[src/rtl/complex_div_pkg.sv]
// complex_pkg: shared widths, FSM state type and signed saturation for complex_div.
package complex_pkg;
  localparam int A_W = 16;
  localparam int B_W = 8;
  localparam int DIV_W = A_W + B_W + 1;
  typedef enum logic [1:0] {IDLE, LOAD, DIV, DONE} state_t;
  // Returns {ovf, q}: applies the sign to a magnitude and clips to the B_W signed range.
  function automatic logic [B_W:0] sat_b_w(input logic neg, input logic [DIV_W-1:0] mag);
    logic [DIV_W-1:0] lim, m;
    lim = DIV_W'(neg) + DIV_W'(2 ** (B_W - 1) - 1);
    m = mag > lim ? lim : mag;
    m = neg ? -m : m;
    return {mag > lim, m[B_W-1:0]};
  endfunction
endpackage

[src/rtl/complex_div_serial_divider.sv]
// serial_divider: unsigned restoring divider, one quotient bit per cycle, MSB first.
module serial_divider #(
  parameter int N_W = 25,
  parameter int D_W = 16
) (
  input  logic           clk,
  input  logic           rst,
  input  logic           start,
  input  logic [N_W-1:0] dividend,
  input  logic [D_W-1:0] divisor,
  output logic [N_W-1:0] quotient,
  output logic           done
);
  localparam int C_W = $clog2(N_W + 1);
  logic [D_W-1:0] rem, div_r;
  logic [C_W-1:0] cnt;
  logic [D_W:0] trial, diff;
  logic ge;
  always_comb begin
    trial = {rem, quotient[N_W-1]};
    diff = trial - {1'b0, div_r};
    ge = trial >= {1'b0, div_r};
  end
  assign done = cnt == '0;
  // Dividend bits shift out of quotient as result bits shift in.
  always_ff @(posedge clk) begin
    if (rst) begin
      cnt <= '0;
      rem <= '0;
      div_r <= '0;
      quotient <= '0;
    end else if (start) begin
      cnt <= C_W'(N_W);
      rem <= '0;
      div_r <= divisor;
      quotient <= dividend;
    end else if (!done) begin
      cnt <= cnt - 1'b1;
      rem <= ge ? diff[D_W-1:0] : trial[D_W-1:0];
      quotient <= {quotient[N_W-2:0], ge};
    end
  end
endmodule

[src/rtl/complex_div.sv]
// complex_div: sequential complex divider q = z*conj(b)/|b|^2; COMPLEX_DIV_ROUND_EN selects round-to-nearest.
module complex_div import complex_pkg::*; (
  input  logic                  clk,
  input  logic                  rst,
  input  logic                  data_valid,
  input  logic signed [A_W-1:0] z_real,
  input  logic signed [A_W-1:0] z_imag,
  input  logic signed [B_W-1:0] b_real,
  input  logic signed [B_W-1:0] b_imag,
  output logic                  ready,
  output logic signed [B_W-1:0] q_real,
  output logic signed [B_W-1:0] q_imag,
  output logic                  q_valid,
  output logic                  q_ovf,
  output logic                  q_dz
);
  state_t state;
  logic signed [A_W-1:0] zr, zi;
  logic signed [B_W-1:0] br, bi;
  logic signed [DIV_W-1:0] nr, ni;
  logic [2*B_W-1:0] den;
  logic [DIV_W-1:0] mr, mi, qr_mag, qi_mag;
  logic [B_W:0] sr, si;
  logic nr_neg, ni_neg, dz, done_r, done_i, accept;
  assign accept = data_valid && ready;
  always_comb begin
    nr = DIV_W'(zr) * DIV_W'(br) + DIV_W'(zi) * DIV_W'(bi);
    ni = DIV_W'(zi) * DIV_W'(br) - DIV_W'(zr) * DIV_W'(bi);
    den = (2*B_W)'(br) * (2*B_W)'(br) + (2*B_W)'(bi) * (2*B_W)'(bi);
    mr = nr[DIV_W-1] ? -nr : nr;
    mi = ni[DIV_W-1] ? -ni : ni;
`ifdef COMPLEX_DIV_ROUND_EN
    mr = mr + DIV_W'(den >> 1);
    mi = mi + DIV_W'(den >> 1);
`endif
  end
  serial_divider #(.N_W(DIV_W), .D_W(2*B_W)) u_div_r (
    .clk(clk), .rst(rst), .start(state == LOAD), .dividend(mr), .divisor(den),
    .quotient(qr_mag), .done(done_r)
  );
  serial_divider #(.N_W(DIV_W), .D_W(2*B_W)) u_div_i (
    .clk(clk), .rst(rst), .start(state == LOAD), .dividend(mi), .divisor(den),
    .quotient(qi_mag), .done(done_i)
  );
  assign sr = sat_b_w(nr_neg, qr_mag);
  assign si = sat_b_w(ni_neg, qi_mag);
  always_ff @(posedge clk) begin
    if (rst) begin
      state <= IDLE;
      ready <= 1'b1;
      q_valid <= 1'b0;
      q_real <= '0;
      q_imag <= '0;
      q_ovf <= 1'b0;
      q_dz <= 1'b0;
    end else begin
      q_valid <= 1'b0;
      if (accept) begin
        zr <= z_real;
        zi <= z_imag;
        br <= b_real;
        bi <= b_imag;
      end
      case (state)
        IDLE: begin
          state <= accept ? LOAD : IDLE;
          ready <= !accept;
        end
        LOAD: begin
          state <= DIV;
          nr_neg <= nr[DIV_W-1];
          ni_neg <= ni[DIV_W-1];
          dz <= den == '0;
        end
        DIV: if (done_r && done_i) begin
          state <= DONE;
          ready <= 1'b1;
          q_valid <= 1'b1;
          q_real <= dz ? '0 : sr[B_W-1:0];
          q_imag <= dz ? '0 : si[B_W-1:0];
          q_ovf <= !dz && (sr[B_W] || si[B_W]);
          q_dz <= dz;
        end
        DONE: begin
          state <= accept ? LOAD : IDLE;
          ready <= !accept;
        end
      endcase
    end
  end
endmodule
[config.mk]
export PLATFORM = sky130hd
export DESIGN_NAME = complex_div
export DESIGN_NICKNAME = d
export VERILOG_FILES = /design/src/rtl/complex_div_pkg.sv /design/src/rtl/complex_div_serial_divider.sv /design/src/rtl/complex_div.sv
export SDC_FILE = /design/constraint.sdc
export NUM_CORES = 2
export LEC_CHECK = 0
export CORE_MARGIN = 5
export CORE_UTILIZATION = 40
export CTS_CLUSTER_DIAMETER = 80
export CTS_CLUSTER_SIZE = 20
export DETAILED_ROUTE_END_ITERATION = 8
export SETUP_SLACK_MARGIN = 0.1
export SYNTH_ARGS = -nofsm -noshare
export SYNTH_HDL_FRONTEND = slang
export SYNTH_SLANG_ARGS = --single-unit
[constraint.sdc]
create_clock -name clk -period 15 [get_ports clk]
set_clock_uncertainty 0.1 [all_clocks]
set_input_delay 3 -clock clk [delete_from_list [all_inputs] [get_ports clk]]
set_output_delay 3 -clock clk [all_outputs]
set_load 0.1 [all_outputs]
# Word level (Yosys, flattened, before mapping)
# Index checks and enable logic that the tools add are counted.
[classes] add_sub_neg=13 multipliers=6 n_lt_le_gt_ge=4 n_eq_ne=6 mux=24 bitwise=2 reduce_logical=18
[op_table] cell="$mux W25" count=6
[op_table] cell="$mul A16 B8 Y24" count=4
[op_table] cell="$gt A25 B8 Y1" count=2
[op_table] cell="$neg A25 Y25" count=2
[op_table] cell="$mux W8" count=6
[op_table] cell="$ge A17 B16 Y1" count=2
[op_table] cell="$mul A8 B8 Y16" count=2
[op_table] cell="$mux W16" count=2
[op_table] cell="$sub A16 B16 Y16" count=2
[op_table] cell="$add A24 B24 Y25" count=1
[op_table] cell="$sub A24 B24 Y25" count=1
[op_table] cell="$mux W5" count=4
[op_table] cell="$add A1 B7 Y8 const B" count=2
[op_table] cell="$add A16 B16 Y16" count=1
[op_table] cell="$logic_not A16 Y1" count=1
[op_table] cell="$neg A8 Y8" count=2
[op_table] cell="$logic_not A5 Y1" count=2
[op_table] cell="$sub A5 B1 Y5 const B" count=2
[op_table] cell="$reduce_and A2 Y1" count=4
[op_table] cell="$pmux W2 S3" count=1
[op_table] cell="$reduce_or A2 Y1" count=3
[op_table] cell="$eq A2 B2 Y1 const B" count=2
[op_table] cell="$ne A2 B1 Y1 const B" count=2
[op_table] cell="$logic_and A1 B1 Y1" count=3
[op_table] cell="other kinds (10)" count=14
[word_totals] reg_bits=181 input_bits=51 output_inout_bits=20

# Logic depth before layout (Yosys ltp)
[logic_depth] ltp_word=6 depth_mapped=29

# Hierarchy
# A second synthesis with hierarchy kept.
[unflattened] hier_cells=4021 hier_area_um2=35103.7
[modules_own_cells] module="complex_div" instances=1 cells_per_inst=3047 area_per_inst_um2=27834.2
[modules_own_cells] module="serial_divider" instances=2 cells_per_inst=487 area_per_inst_um2=3634.7

# Worst setup path after synthesis
# No wires, ideal clock.
[synth_path] path_kind="register -> register" from="register br[7]" to="register u_div_i.quotient[24]" setup_time_ps=70 t_arrival_ps=6880 required_time_ps=14830 path_slack_ps=7950 path_stages_with_launch=26 n_path_buf=2 path_cell_list="edfxtp_1 -> inv_1 -> buf_1 -> nor2_1 -> fa_1 -> inv_1 -> fa_1 -> fa_1 -> inv_1 -> fa_1 -> fa_1 -> inv_1 -> fa_1 -> inv_1 -> ha_1 -> buf_2 -> a21o_1 -> a31oi_1 -> o21ai_0 -> a21o_1 -> o211a_1 -> or4_1 -> a221oi_2 -> nand2_1 -> or4_1 -> a21oi_1"
[synth_via] elab_chain_cells=5
[synth_rtl] item="start, declared" line="complex_div.sv:19" rtl="logic signed [B_W-1:0] br, bi;"
[synth_rtl] item="start signal, assigned" line="complex_div.sv:61" rtl="br <= b_real;"
[synth_rtl] item="$mul A16 B8 Y24 (*)" line="complex_div.sv:28" rtl="ni = DIV_W'(zi) * DIV_W'(br) - DIV_W'(zr) * DIV_W'(bi);"
[synth_rtl] item="$sub A24 B24 Y25 (*)" line="complex_div.sv:28"
[synth_rtl] item="$neg A25 Y25" line="complex_div.sv:31" rtl="mi = ni[DIV_W-1] ? -ni : ni;"
[synth_rtl] item="$mux W25 (*)" line="complex_div.sv:31"
[synth_rtl] item="$mux W25 (*)" line="complex_div_serial_divider.sv:32" rtl="end else if (start) begin"
[synth_rtl] item="end signal, assigned" line="complex_div_serial_divider.sv:36" rtl="quotient <= dividend;"
[synth_rtl] item="end signal, assigned" line="complex_div_serial_divider.sv:40" rtl="quotient <= {quotient[N_W-2:0], ge};"
[synth_rtl] item="end, declared" line="complex_div_serial_divider.sv:11" rtl="output logic [N_W-1:0] quotient,"
# Every way passes the cells marked *; elsewhere a longest branch is shown, timed or not.
# A chain may end at the register's enable or synchronous reset.

# Worst setup path after layout
[layout_path] from="register bi[1]" to="register u_div_r.quotient[6]"
[layout_via] elab_chain_cells=5
[layout_rtl] item="start, declared" line="complex_div.sv:19"
[layout_rtl] item="start signal, assigned" line="complex_div.sv:62" rtl="bi <= b_imag;"
[layout_rtl] item="$mul A16 B8 Y24 (*)" line="complex_div.sv:27" rtl="nr = DIV_W'(zr) * DIV_W'(br) + DIV_W'(zi) * DIV_W'(bi);"
[layout_rtl] item="$add A24 B24 Y25 (*)" line="complex_div.sv:27"
[layout_rtl] item="$neg A25 Y25" line="complex_div.sv:30" rtl="mr = nr[DIV_W-1] ? -nr : nr;"
[layout_rtl] item="$mux W25 (*)" line="complex_div.sv:30"
[layout_rtl] item="$mux W25 (*)" line="complex_div_serial_divider.sv:32"
[layout_rtl] item="end signal, assigned" line="complex_div_serial_divider.sv:36"
[layout_rtl] item="end signal, assigned" line="complex_div_serial_divider.sv:40"
[layout_rtl] item="end, declared" line="complex_div_serial_divider.sv:11"
# Marked as above.

==> results.sh <==
export IMPL_status="completed"
export IMPL_synth_edf_count=51
export IMPL_syn_area_per_cell_um2=8.84
export IMPL_yosysMostFrequentCell="inv_1"
export IMPL_wl_mm=87.3
export IMPL_slew_headroom_pct=24.4
export IMPL_diodes=0
export IMPL_die_area_um2=90500
export IMPL_clockBufferDepth=2
export IMPL_layout_cells_non_filler=4937
export IMPL_synth_seq_area_share_pct=12.2
export IMPL_path_max_fanout=43
export IMPL_cp_arrival_ns=8.32
export IMPL_hp_class="register to register"
export IMPL_grt_usage_pct=20.0
export IMPL_synth_ff_type="dfxtp_1"
export IMPL_min_period_ns=8.00
export IMPL_synth_area_leader_cell="fa_1"
export IMPL_dpl_hpwl_mm=66.2
export IMPL_synth_top_area_share_pct=36.8
export IMPL_globalplace_congestion=0.839
export IMPL_max_freq_mhz=125
export IMPL_finalHoldViolCount=0
export IMPL_ant_nets=0
export IMPL_dieWidth_um=301
export IMPL_ys_ff_latch=181
export IMPL_numCtsBuffers=17
export IMPL_grt_pass1_vias=26100
export IMPL_drt_pass1_iterations=5
export IMPL_async_flop_share_pct=0
export IMPL_fin_hold_ws_ns=0.334
export IMPL_dieHeight_um=301
export IMPL_rsz0062_at_grt="false"
export IMPL_cts_resized=0
export IMPL_post_cts_setup_buffers=0
export IMPL_synth_area_um2=33800
export IMPL_clk_pin_slew_ns=0.08
export IMPL_final_max_slew_viol_count=0
export IMPL_h_tree_depth=4
export IMPL_synthTopCellsByCount="798 x inv_1, 621 x fa_1, 419 x nand2_1"
export IMPL_vias_per_cell=5.07
export IMPL_clockRootBuffer="clkbuf_16"
export IMPL_rr_startpoint="bi[1]"
export IMPL_synth_warnings=0
export IMPL_io_pins=71
export IMPL_core_um2=83700
export IMPL_first_iter_violations=1563
export IMPL_worst_pin_slew_ns=1.13
export IMPL_numPlacedInstances=4905
export IMPL_grt_ovfl_total=0
export IMPL_startpoint="bi[1]"
export IMPL_synth_cells=3827
export IMPL_setup_violations=0
export IMPL_syn_num_nets=4762
export IMPL_initial_core_util_pct=40.4
export IMPL_layout_drive_gt1_share_pct=2.68
export IMPL_r2r_setup_slack_ns=7.00
export IMPL_grt_max_degree=59
export IMPL_end_kind="register"
export IMPL_fin_nets=4725
export IMPL_clkSinkCount=181
export IMPL_yosys_cell_types_count=84
export IMPL_area_growth_synth_to_final_pct=7.01
export IMPL_insertion_delay_ns=0.51
export IMPL_wl_per_cell_um=17.7
export IMPL_worstHoldStart="q_imag[5]"
export IMPL_grt_first_pass_wirelength_mm=144
export IMPL_period_share_pct=53.4
export IMPL_place_area_um2=35600
export IMPL_cts_hold_buf=0
export IMPL_num_rows=106
export IMPL_synthTopCellsByArea="fa_1 37%, ha_1 9.7%, inv_1 8.9%"
export IMPL_num_vias=25000
export IMPL_fin_tns_setup_ns=0
export IMPL_portBuffers=70
export IMPL_cap_violations=0
export IMPL_antenna_found_initial=2
export IMPL_cts_tree="yes"
export IMPL_worst_setup_path_start_kind="register"
export IMPL_crit_required_ns=15.32
export IMPL_fin_area_um2=36200
export IMPL_drc_errors=0
export IMPL_path_class="register to register"
[per-layer routing]
metal	vias up	part of all wire (%)	GRT usage, %
li1	11800	-	-
met1	12600	46	28.3
met2	566	47	32.9
met3	68	4.9	2.82
met4	0	1.8	4.39
met5	-	0	0
[logic make-up after synthesis]
family | synth area share [%]
buf+inv | 10.8
flops | 12.2
xor+xnor | 3.83
fa+ha+maj | 46.5
compound gates | 9.03
simple gates | 16.7
mux | 0.918
[area by class of cell]
type,count,area [µm²]
Sequential cell,181,4130
Fill cell,8280,47500
Tap cell,1134,1420
Timing Repair Buffer,108,981
Inverter,798,3000
Clock inverter,14,156
Clock buffer,18,439
Multi-Input combinational cell,2684,26100
[metrics by stage]
step / setup WS [ns] / util (%)
after floorplan: 7.95 / -
after global placement: 7.08 / 42.5
after detailed placement: 7.03 / 42.5
after CTS: 7.00 / 43.2
after global routing: 6.53 / 43.2
final: 7.00 / 43.2
[critical path: stages, from the launching register on]
cell	delay, ns
edfxtp_1	0.33
buf_4	0.51
nand2_1	0.47
fa_1	0.61
inv_1	0.06
fa_1	0.48
fa_1	0.59
fa_1	0.44
fa_1	0.49
inv_1	0.05
fa_1	0.56
inv_1	0.06
ha_1	0.43
a21o_1	0.20
a21oi_1	0.10
o31ai_1	0.44
a22o_1	0.23
nor3_1	0.05
or3_1	0.63
inv_1	0.42
o21ai_0	0.19
xor2_1	0.18
a211oi_1	0.23
[cells in the final DEF, fill, tap and decap left out, types with 38 or more instances in the layout]
master and count:
inv_1 798, ha_1 262, fa_1 621, nand3_1 38
nor3_1 47, o21ai_0 102, a211oi_1 38, xnor2_1 111
clkdlybuf4s50_1 69, buf_4 38, dfxtp_1 130, a21oi_1 137
nand2b_1 51, edfxtp_1 51, and2_1 263, nor2_1 174
nand2_1 419
[state kept, by name (all words and copies together), names as in the netlist]
signal,cells
bi,8
br,8
dz,1
ni_neg,1
nr_neg,1
q_dz,1
q_imag,8
q_ovf,1
q_real,8
q_valid,1
ready,1
state,2
u_div_i.cnt,5
u_div_i.quotient,25
u_div_i.rem,16
u_div_r.cnt,5
u_div_r.div_r,16
u_div_r.quotient,25
u_div_r.rem,16
zi,16
zr,16
[final timing paths]
path / to / cells after the start
setup reg to reg: u_div_r.quotient[6] / 22
hold / removal: q_imag[5] / 2
hold reg to reg: q_imag[5] / 2
setup / recovery: u_div_r.quotient[6] / 22
Power is not shown: default switching activity piles up to over one toggle a cycle in this logic, so the estimate is an artifact.
